===== src/rtl/arb_pkg.sv =====
// Shared constants and the controller state type for the FCFS PCI arbiter.
package arb_pkg;
  localparam int NUM_MASTERS = 8;
  localparam int IDX_W       = 3;
  localparam int GNT_TIMEOUT = 16;
  localparam int FIFO_DEPTH  = 1 << IDX_W;

  typedef enum logic [1:0] {
    IDLE    = 2'd0,
    GRANTED = 2'd1,
    BUSY    = 2'd2
  } arb_state_t;
endpackage


===== src/rtl/arb_idx_fifo.sv =====
// Circular FIFO of master indices; 3-bit pointers wrap naturally from 7 to 0.
module arb_idx_fifo
  import arb_pkg::*;
(
  input  logic             clk,
  input  logic             rst,
  input  logic             push,
  input  logic [IDX_W-1:0] din,
  input  logic             pop,
  output logic [IDX_W-1:0] dout,
  output logic             full,
  output logic             empty
);
  logic [IDX_W-1:0] mem [FIFO_DEPTH];
  logic [IDX_W-1:0] rd_ptr, wr_ptr;
  logic [IDX_W:0]   count;
  logic             do_push, do_pop;

  assign full    = (count == (IDX_W+1)'(FIFO_DEPTH));
  assign empty   = (count == '0);
  assign do_push = push && !full;
  assign do_pop  = pop && !empty;
  assign dout    = mem[rd_ptr];

  always_ff @(posedge clk) begin
    if (rst) begin
      rd_ptr <= '0;
      wr_ptr <= '0;
      count  <= '0;
    end else begin
      if (do_push) wr_ptr <= wr_ptr + 1'b1;
      if (do_pop)  rd_ptr <= rd_ptr + 1'b1;
      case ({do_push, do_pop})
        2'b10:   count <= count + 1'b1;
        2'b01:   count <= count - 1'b1;
        default: count <= count;
      endcase
    end
  end

  // Storage needs no reset: entries are only read once written.
  always_ff @(posedge clk) begin
    if (do_push) mem[wr_ptr] <= din;
  end
endmodule


===== src/rtl/pci_fcfs_arbiter.sv =====
// First-come-first-served PCI bus arbiter with idle-grant timeout.
// Define ARB_PARK_EN to park the grant on the last owner while idle.
module pci_fcfs_arbiter #(
  parameter int NUM_MASTERS = arb_pkg::NUM_MASTERS,
  parameter int GNT_TIMEOUT = arb_pkg::GNT_TIMEOUT
) (
  input  logic                   clk,
  input  logic                   rst,
  input  logic [NUM_MASTERS-1:0] req,
  output logic [NUM_MASTERS-1:0] gnt,
  input  logic                   frame,
  input  logic                   irdy,
  input  logic                   trdy,
  output logic [2:0]             owner,
  output logic                   owner_vld
);
  import arb_pkg::*;

  localparam int CNT_W = $clog2(GNT_TIMEOUT + 1);

  arb_state_t             state, state_d;
  logic [NUM_MASTERS-1:0] req_q, queued, queued_d, elig, owner_oh, gnt_d;
  logic [IDX_W-1:0]       owner_d, push_idx, head;
  logic                   owner_vld_d, push, pop, fifo_full, fifo_empty;
  logic [CNT_W-1:0]       tmo_cnt, tmo_cnt_d;

  assign owner_oh = NUM_MASTERS'(1) << owner;

  // One enqueue per cycle, lowest eligible index wins; the active owner is
  // excluded so a still-requesting owner re-enters at the tail once released.
  always_comb begin
    elig     = ~req & ~queued & (owner_vld ? ~owner_oh : '1);
    push     = 1'b0;
    push_idx = '0;
    for (int i = NUM_MASTERS - 1; i >= 0; i--) begin
      if (elig[i]) begin
        push     = 1'b1;
        push_idx = IDX_W'(i);
      end
    end
  end

  always_comb begin
    state_d     = state;
    owner_d     = owner;
    owner_vld_d = owner_vld;
    tmo_cnt_d   = tmo_cnt;
    pop         = 1'b0;
    unique case (state)
      IDLE: begin
        if (!fifo_empty) begin
          pop         = 1'b1;
          owner_d     = head;
          owner_vld_d = 1'b1;
          tmo_cnt_d   = '0;
          state_d     = GRANTED;
        end
      end
      GRANTED: begin
        if (!frame) begin
          state_d = BUSY;
        end else if (req_q[owner] || tmo_cnt == CNT_W'(GNT_TIMEOUT - 1)) begin
          state_d     = IDLE;
          owner_vld_d = 1'b0;
        end else begin
          tmo_cnt_d = tmo_cnt + 1'b1;
        end
      end
      BUSY: begin
        if (frame && !irdy && !trdy) begin
          state_d     = IDLE;
          owner_vld_d = 1'b0;
        end
      end
      default: state_d = IDLE;
    endcase
`ifdef ARB_PARK_EN
    gnt_d = ~(NUM_MASTERS'(1) << owner_d);
`else
    gnt_d = owner_vld_d ? ~(NUM_MASTERS'(1) << owner_d) : '1;
`endif
  end

  always_comb begin
    queued_d = queued;
    if (push) queued_d[push_idx] = 1'b1;
    if (pop)  queued_d[head]     = 1'b0;
  end

  always_ff @(posedge clk) begin
    if (rst) begin
      state     <= IDLE;
      queued    <= '0;
      gnt       <= '1;
      owner     <= '0;
      owner_vld <= 1'b0;
      tmo_cnt   <= '0;
      req_q     <= '1;
    end else begin
      state     <= state_d;
      queued    <= queued_d;
      gnt       <= gnt_d;
      owner     <= owner_d;
      owner_vld <= owner_vld_d;
      tmo_cnt   <= tmo_cnt_d;
      req_q     <= req;
    end
  end

  arb_idx_fifo u_fifo (
    .clk   (clk),
    .rst   (rst),
    .push  (push),
    .din   (push_idx),
    .pop   (pop),
    .dout  (head),
    .full  (fifo_full),
    .empty (fifo_empty)
  );

  // Each master holds at most one slot, so a push into a full FIFO means
  // the queued bookkeeping has gone wrong.
  assert property (@(posedge clk) disable iff (rst) !(push && fifo_full));
endmodule


===== config.mk =====
export PLATFORM = sky130hd
export DESIGN_NAME = pci_fcfs_arbiter
export DESIGN_NICKNAME = d
export VERILOG_FILES = /design/src/rtl/arb_pkg.sv /design/src/rtl/arb_idx_fifo.sv /design/src/rtl/pci_fcfs_arbiter.sv
export SDC_FILE = /design/constraint.sdc
export NUM_CORES = 1
export LEC_CHECK = 0
export CAP_MARGIN = 20
export CORE_MARGIN = 1
export CORE_UTILIZATION = 30
export CTS_CLUSTER_SIZE = 40
export DETAILED_ROUTE_END_ITERATION = 6
export SLEW_MARGIN = 25
export SYNTH_ARGS = -nofsm -noshare
export SYNTH_HDL_FRONTEND = slang
export SYNTH_SLANG_ARGS = --single-unit

===== constraint.sdc =====
create_clock -name clk -period 2.8 [get_ports clk]
set_clock_uncertainty 0.1 [all_clocks]
set_input_delay 0.56 -clock clk [delete_from_list [all_inputs] [get_ports clk]]
set_output_delay 0.56 -clock clk [all_outputs]
set_load 0.02 [all_outputs]

==> summary.md, run 1 <==
| Metric | Value |
|---|---|
| DRT iter0 DRCs | 73 |
| Total gr overflow | 0 |
| Routed wire per std cell | 13.3 um |
| Max_slew headroom | 41.2% |
| Root buffer cell | clkbuf_8 |
| Main combinational cell family by area after synthesis | simple AND/OR/NAND/NOR gates |
| Hold buffers post-CTS | 0 |
| Share of layout cells above drive strength 1 | a little under a quarter |
| CP max stage delay | 0.42 ns |
| Final HPWL DP | 4540 um |
| Routed Antenna Nets | 0 |
| Hold slack | roughly 0.37 ns |
| Reg2Reg Setup Slack | about 0.2 ns |
| Die height | between 100 and 150 um |
| Port Buffers | 24 |
| CP Capture Type | flip-flop |
| Top-Level Pins | 25 |
| Largest net degree at the start of global routing | 37 |
| Sequential fraction of the synthesis area | 51.7% |
| Final core utilization | about two fifths |
| Post-synth top cells | dfxtp_1 (48), nor2_1 (35), edfxtp_1 (24) |
| Final wirelength | between 6000 and 7000 um |
| Worst EP arrival | between 2 and 3 ns |
| Clk sinks | 72 |
| Site Rows | 37 |
| Worst path required time | about 3.0 ns |
| Worst hold path type | reg -> reg |
| Synth Cell Area | 3250 um2 |
| Worst setup SP type | input pin |
| Placed cell area | roughly 3700 um2 |
| Leak | about 0.0015 uW |
| N_diodes | 0 |
| Worst-path fanout max | 3 |
| Starting Density | a little under a third |
| Tmin final | about 2.7 ns |
| CTS H-tree lvls | 3 |
| Peak Freq | 366 MHz |
| Xor and xnor area share after synthesis | ~2.2% |
| Worst-Margin Slew | between 0.8 and 0.9 ns |
| First-pass GRT wire length | 10500 um |
| DR DRC count | 0 |
| Critical path class | in -> reg |
| Most frequent CP cell | xor2_1 |
| Max-cap violations | 0 |
| R2R Path Start | owner[0]$_SDFF_PP0_ |
| Synth top area cells | dfxtp_1 (30%), edfxtp_1 (22%), mux4_2 (4.2%) |
| Fin cells | between 400 and 500 |
| Synth Area in Simple Gates | about a fifth |
| Area of the die | 11300 um2 |
| VDD IR-drop max | about 0.31 mV |
| Fin. Hold Viols | 0 |
| Initial antenna violation count | 0 |
| Syn nets | ~300 |
| Final GP Congestion | 0.757 |
| Clock Latency Late Sink | about 0.35 ns |
| Cell area after layout | approximately 4000 um2 |
| Global Route Usage Sum | 12.1% |
| Final setup fails | 0 |
| Compound-Gate Fraction of Synth Area | 10.2% |
| Setup crit end | u_fifo.count[2]$_SDFFE_PP0P_ |
| Yosys top cell by area | dfxtp_1 |
| Post-synth EDFFs | 24 |
| Worst r2r dst | u_fifo.count[2]$_SDFFE_PP0P_ |
| Dpl cells | approximately 450 |
| Max-slew violations | 0 |
| Adder-cell area share of the yosys netlist | under 10% |
| Vias in the first global route | 2160 |
| Total CTS buffers | 9 |
| Final Cycle Share | ~100% |
| Area growth syn-to-layout | 22.8% |
| Status | finished, final reports clean |
| Die width | approximately 110 um |
| Core Area | 10400 um2 |
| Multiplexer share of the synthesized area | under 10% |
| Vias per inst | between 4 and 5 |
| Syn Inst Count | 285 |
| Syn_area_per_cell | between 10 and 15 um2 |
| CTS tree | yes |
| Dominant synthesized flop cell | dfxtp_1 |
| Clk pin slew, worst setup/hold paths | approximately 0.080 ns |
| Final net count | 350 |
| Yosys warns | 0 |
| Yosys cell types | 57 |
| Clk buf depth | 2 |
| PD cells | between 900 and 1000 nW/um2 |
| Pre-antenna DRT Iters | 4 |
| Vias | ~2.2k |
| Worst setup path startpoint | req[6] |
| R2r worst-path depth | 13 |
| Yosys reg bits | 72 |
| Worst-path cell chain | clkdlybuf4s50_1 -> or2_2 -> a2bb2oi_2 -> a41oi_4 -> inv_2 -> ha_2 -> xor2_1 -> ha_1 -> a21oi_2 -> xor2_1 -> or3_1 -> a21oi_1 |
| Slowest cell on the critical path | clkdlybuf4s50_1 |
| Count leader, synth | dfxtp_1 |
| FFs w/ async S/R, synth | 0% |
| Synth top area share | between 20 and 30% |
==> logic make-up after synthesis <==
logic type	after synthesis
AO/OA/AOI/OAI	42
XOR/XNOR	8
adder cells (fa/ha/maj)	7
buffers and inverters	16
flip-flops	72
multiplexers	21
AND/OR/NAND/NOR	119
==> routing by layer <==
| metal | wire (um) | vias up | track usage [%] | share of wire [%] |
|---|---|---|---|---|
| met5 | 0 | - | 0 | 0 |
| met4 | 122 | 0 | 5.36 | 2.0 |
| met3 | 217 | 10 | 3.68 | 3.5 |
| met2 | 2880 | 28 | 18.5 | 46 |
| met1 | 3040 | 1084 | 15.6 | 49 |
| li1 | - | 1123 | - | - |
==> cell type report <==
type	instances	area, um2
clock inverters	5	78.8
flip-flops and latches	72	1690
well taps	136	170
multi-input cells	197	1490
fillers	1015	6420
repair buffers	44	389
inverters	6	22.5
clock buffers	11	153
==> stage by stage <==
| step | power (uW) | setup TNS, ns | worst slack [ns] |
|---|---|---|---|
| after detailed placement | 2700 | -1.35 | -0.393 |
| after CTS | 3660 | 0 | 0.00119 |
| after global placement | 2700 | -1.20 | -0.332 |
| after floorplan | 2340 | 0 | 0.00404 |
| final | 3630 | 0 | 0.0683 |
| after global routing | 3850 | -0.0000371 | -0.0000371 |
==> sequential cells by signal, indices dropped and copies added, names as in the netlist, named ones only <==
name,flops
u_fifo.mem,24
u_fifo.count,4
gnt,8
u_fifo.rd_ptr,3
queued,8
req_q,8
owner_vld,1
u_fifo.wr_ptr,3
tmo_cnt,5
owner,3
state,2
==> repair_timing <==
item | 4_1_cts | 5_1_grt
setup buffers | 1 | 0
gates cloned | 0 | 0
resized for setup | 1 | 7
pin swaps | 1 | 1
endpoints found under the setup margin | 1 | 2
==> cell usage in the layout, fill, tap and decap left out, drive strengths merged, types with 3 or more instances in the layout <==
cell	instances
inv	6
or2	11
xnor2	4
ha	7
a22oi	4
a211oi	7
clkinv	3
mux2	4
o21ai	4
and2	8
xor2	4
clkdlybuf4s50	23
nand2b	3
nor3	7
mux4	6
clkbuf	11
mux2i	11
a21oi	10
buf	20
nor2	35
nor2b	9
nand2	20
dfxtp	48
edfxtp	24
nand4b	3
==> report_power, final <==
part           internal (uW)  switching, uW
clock network            554            382
registers               1280            178
logic                    600            628
==> worst min path at each step <==
stage / start / endpoint / slack [ns] / depth (start not counted)
floorplan: queued[6]$_SDFF_PP0_ / queued[6]$_SDFF_PP0_ / 0.34 / 2
global placement: tmo_cnt[3]$_SDFFE_PP0P_ / tmo_cnt[3]$_SDFFE_PP0P_ / 0.35 / 2
detailed placement: queued[6]$_SDFF_PP0_ / queued[6]$_SDFF_PP0_ / 0.36 / 2
CTS: tmo_cnt[3]$_SDFFE_PP0P_ / tmo_cnt[3]$_SDFFE_PP0P_ / 0.37 / 2
global route: tmo_cnt[3]$_SDFFE_PP0P_ / tmo_cnt[3]$_SDFFE_PP0P_ / 0.41 / 2
finish: tmo_cnt[3]$_SDFFE_PP0P_ / tmo_cnt[3]$_SDFFE_PP0P_ / 0.37 / 2
==> critical path, delay by kind of cell <==
| family | cells | cell delay, ns |
|---|---|---|
| xor gates and xnor gates | 2 | 0.23 |
| adders and majority gates | 2 | 0.38 |
| and+or+nand+nor | 2 | 0.62 |
| AOI/OAI and AO/OA | 4 | 0.64 |
| buffers and inverters | 2 | 0.48 |
(Power assumes the default switching activity.)
==> inputs of run 2 (changes only) <==
RECOVER_POWER = 50   (was not set)
==> run 2 against run 1 <==
Die area unchanged. First-iteration DRC count is 70% higher. Via count down 0.22%. Routed wire length shrank 0.22%. Cell area down 0.75%. Flip-flop and latch count unchanged. Register-to-register slack hardly changed. Non-clock buffer count unchanged. Critical path type unchanged. Largest cell class unchanged.
==> summary.md, run 2 (synthesis results as in run 1) <==
| Metric | Value |
|---|---|
| Status | finished, final reports clean |
| Commonest non-fill, non-tap cells in the layout | dfxtp_1 (44), nor2_1 (34), edfxtp_1 (24) |
| Biggest register | u_fifo.mem |
| DRT iter0 DRCs | around 120 |
| Worst setup path startpoint | req[6] |
| VDD IR-drop max | around 0.3 mV |
| Worst hold path type | reg -> reg |
| Internal power | roughly 2400 uW |
| R2r worst-path depth | 13 |
| Vias | 2240 |
| Final wirelength | roughly 6200 um |
| Die height | ~110 um |
| Vias in the first global route | roughly 2.2k |
| Setup TNS | 0 ns |
| R2R Path Start | owner[0]$_SDFF_PP0_ |
| Max-cap violations | 0 |
| Fin. Hold Viols | 0 |
| Total gr overflow | 0 |
| First-pass GRT wire length | 10500 um |
| Routed Antenna Nets | 0 |
| RSZ-0062 raised after global routing | false |
| Area of the multi-input gates | ~1500 um2 |
| Clock Latency Late Sink | approximately 0.35 ns |
| Critical path class | in -> reg |
| Area of the die | between 10000 and 15000 um2 |
| Peak Freq | roughly 370 MHz |
| Site Rows | 37 |
| Final Cycle Share | 97.5% |
| Worst r2r dst | u_fifo.count[2]$_SDFFE_PP0P_ |
| Final HPWL DP | between 4000 and 5000 um |
| Hold buffers post-CTS | 0 |
| Switching power | 1180 uW |
| Leak | ~0.0014 uW |
| Initial antenna violation count | 0 |
| Top-Level Pins | 25 |
| Clk sinks | between 70 and 80 |
| Clock power frac | a little over a quarter |
| Clk buf depth | 2 |
| Max reg flops | 24 |
| Reg2Reg Setup Slack | approximately 0.2 ns |
| PD cells | ~900 nW/um2 |
| Most common cell after layout, fill and taps aside | dfxtp_1 |
| Worst setup SP type | input pin |
| Port Buffers | 24 |
| CTS H-tree lvls | 3 |
| Max_slew headroom | 40.1% |
| DR DRC count | 0 |
| CTS tree | yes |
| Worst-Margin Slew | between 0.8 and 0.9 ns |
| Final setup fails | 0 |
| Worst path required time | 2.98 ns |
| Final GP Congestion | 0.757 |
| Setup crit end | u_fifo.count[2]$_SDFFE_PP0P_ |
| FF+latch area | 1690 um2 |
| Vias per inst | about 4.8 |
| Die width | around 110 um |
| Final net count | 350 |
| Switching Share | around 33% |
| Worst EP arrival | 2.92 ns |
| Max-slew violations | 0 |
| Starting Density | between 30% and 40% |
| Area growth syn-to-layout | 21.9% |
| Share of layout cells above drive strength 1 | between 20% and 30% |
| Core Area | 10400 um2 |
| Final core utilization | approximately two fifths |
| Routed wire per std cell | ~13 um |
| CP Capture Type | flip-flop |
| Total CTS buffers | 9 |
| Pre-antenna DRT Iters | 6 |
| Clk pin slew, worst setup/hold paths | 0.08 ns |
| N_diodes | 0 |
| Root buffer cell | clkbuf_8 |
| Fillers | approximately 1.0k |
| Seq pwr share | 40.7% |
| Largest net degree at the start of global routing | 37 |
| Global Route Usage Sum | 12.1% |
| Tmin final | 2.73 ns |
| Logic pwr share | roughly 33% |
| Worst-path fanout max | 3 |
[run 2: worst min path at each step]
stage	start	to	slack (ns)	depth (start not counted)
final	tmo_cnt[3]$_SDFFE_PP0P_	tmo_cnt[3]$_SDFFE_PP0P_	0.37	2
after global routing	tmo_cnt[3]$_SDFFE_PP0P_	tmo_cnt[3]$_SDFFE_PP0P_	0.41	2
after CTS	tmo_cnt[3]$_SDFFE_PP0P_	tmo_cnt[3]$_SDFFE_PP0P_	0.37	2
after detailed placement	queued[6]$_SDFF_PP0_	queued[6]$_SDFF_PP0_	0.36	2
after global placement	tmo_cnt[3]$_SDFFE_PP0P_	tmo_cnt[3]$_SDFFE_PP0P_	0.35	2
after floorplan	queued[6]$_SDFF_PP0_	queued[6]$_SDFF_PP0_	0.34	2
[run 2: per-stage QoR]
step	setup slack [ns]	area [um2]	total power, uW	cells	hold WS (ns)
after floorplan	0.00404	3270	2340	285	0.342
after global placement	-0.332	3740	2700	454	0.354
after detailed placement	-0.393	3740	2700	454	0.364
after CTS	0.00119	3980	3660	471	0.375
after global routing	0.00272	3960	3800	471	0.409
final	0.0693	3960	3580	471	0.371
[run 2: routing by layer]
metal	up-vias	global-route usage (%)	share of wire, %
li1	1121	-	-
met1	1078	15.6	48
met2	32	18.5	47
met3	9	3.68	3.4
met4	0	5.36	1.6
met5	-	0	0
[run 2: layout make-up]
cell class / instances / area share (%)
Inverter: 6 / 0.568
Sequential cell: 72 / 42.6
Clock buffer: 11 / 3.85
Multi-Input combinational cell: 197 / 37.2
Tap cell: 136 / 4.29
Timing Repair Buffer: 44 / 9.54
Clock inverter: 5 / 1.99
[run 2: power by group through the flow]
stage	Combinational [uW]	Clock (uW)	Sequential [uW]
2_1_floorplan	884	0	1460
3_3_place_gp	1220	0	1480
3_5_place_dp	1220	0	1480
4_1_cts	1240	962	1460
5_1_grt	1310	1000	1490
6_report	1190	935	1460
[run 2: timing repair]
item                       4_1_cts  5_1_grt
pin swaps                        1        1
gates resized for setup          1        7
buffers inserted                 1        0
setup endpoints to repair        1        2
[run 2: worst max-delay path, stage by stage]
cell,delay [ns]
clkdlybuf4s50_1,0.42
or2_2,0.32
a2bb2oi_2,0.17
a41oi_4,0.23
inv_2,0.06
ha_2,0.18
xor2_1,0.15
ha_1,0.20
a21oi_2,0.11
xor2_1,0.08
or3_1,0.30
a21oi_1,0.13
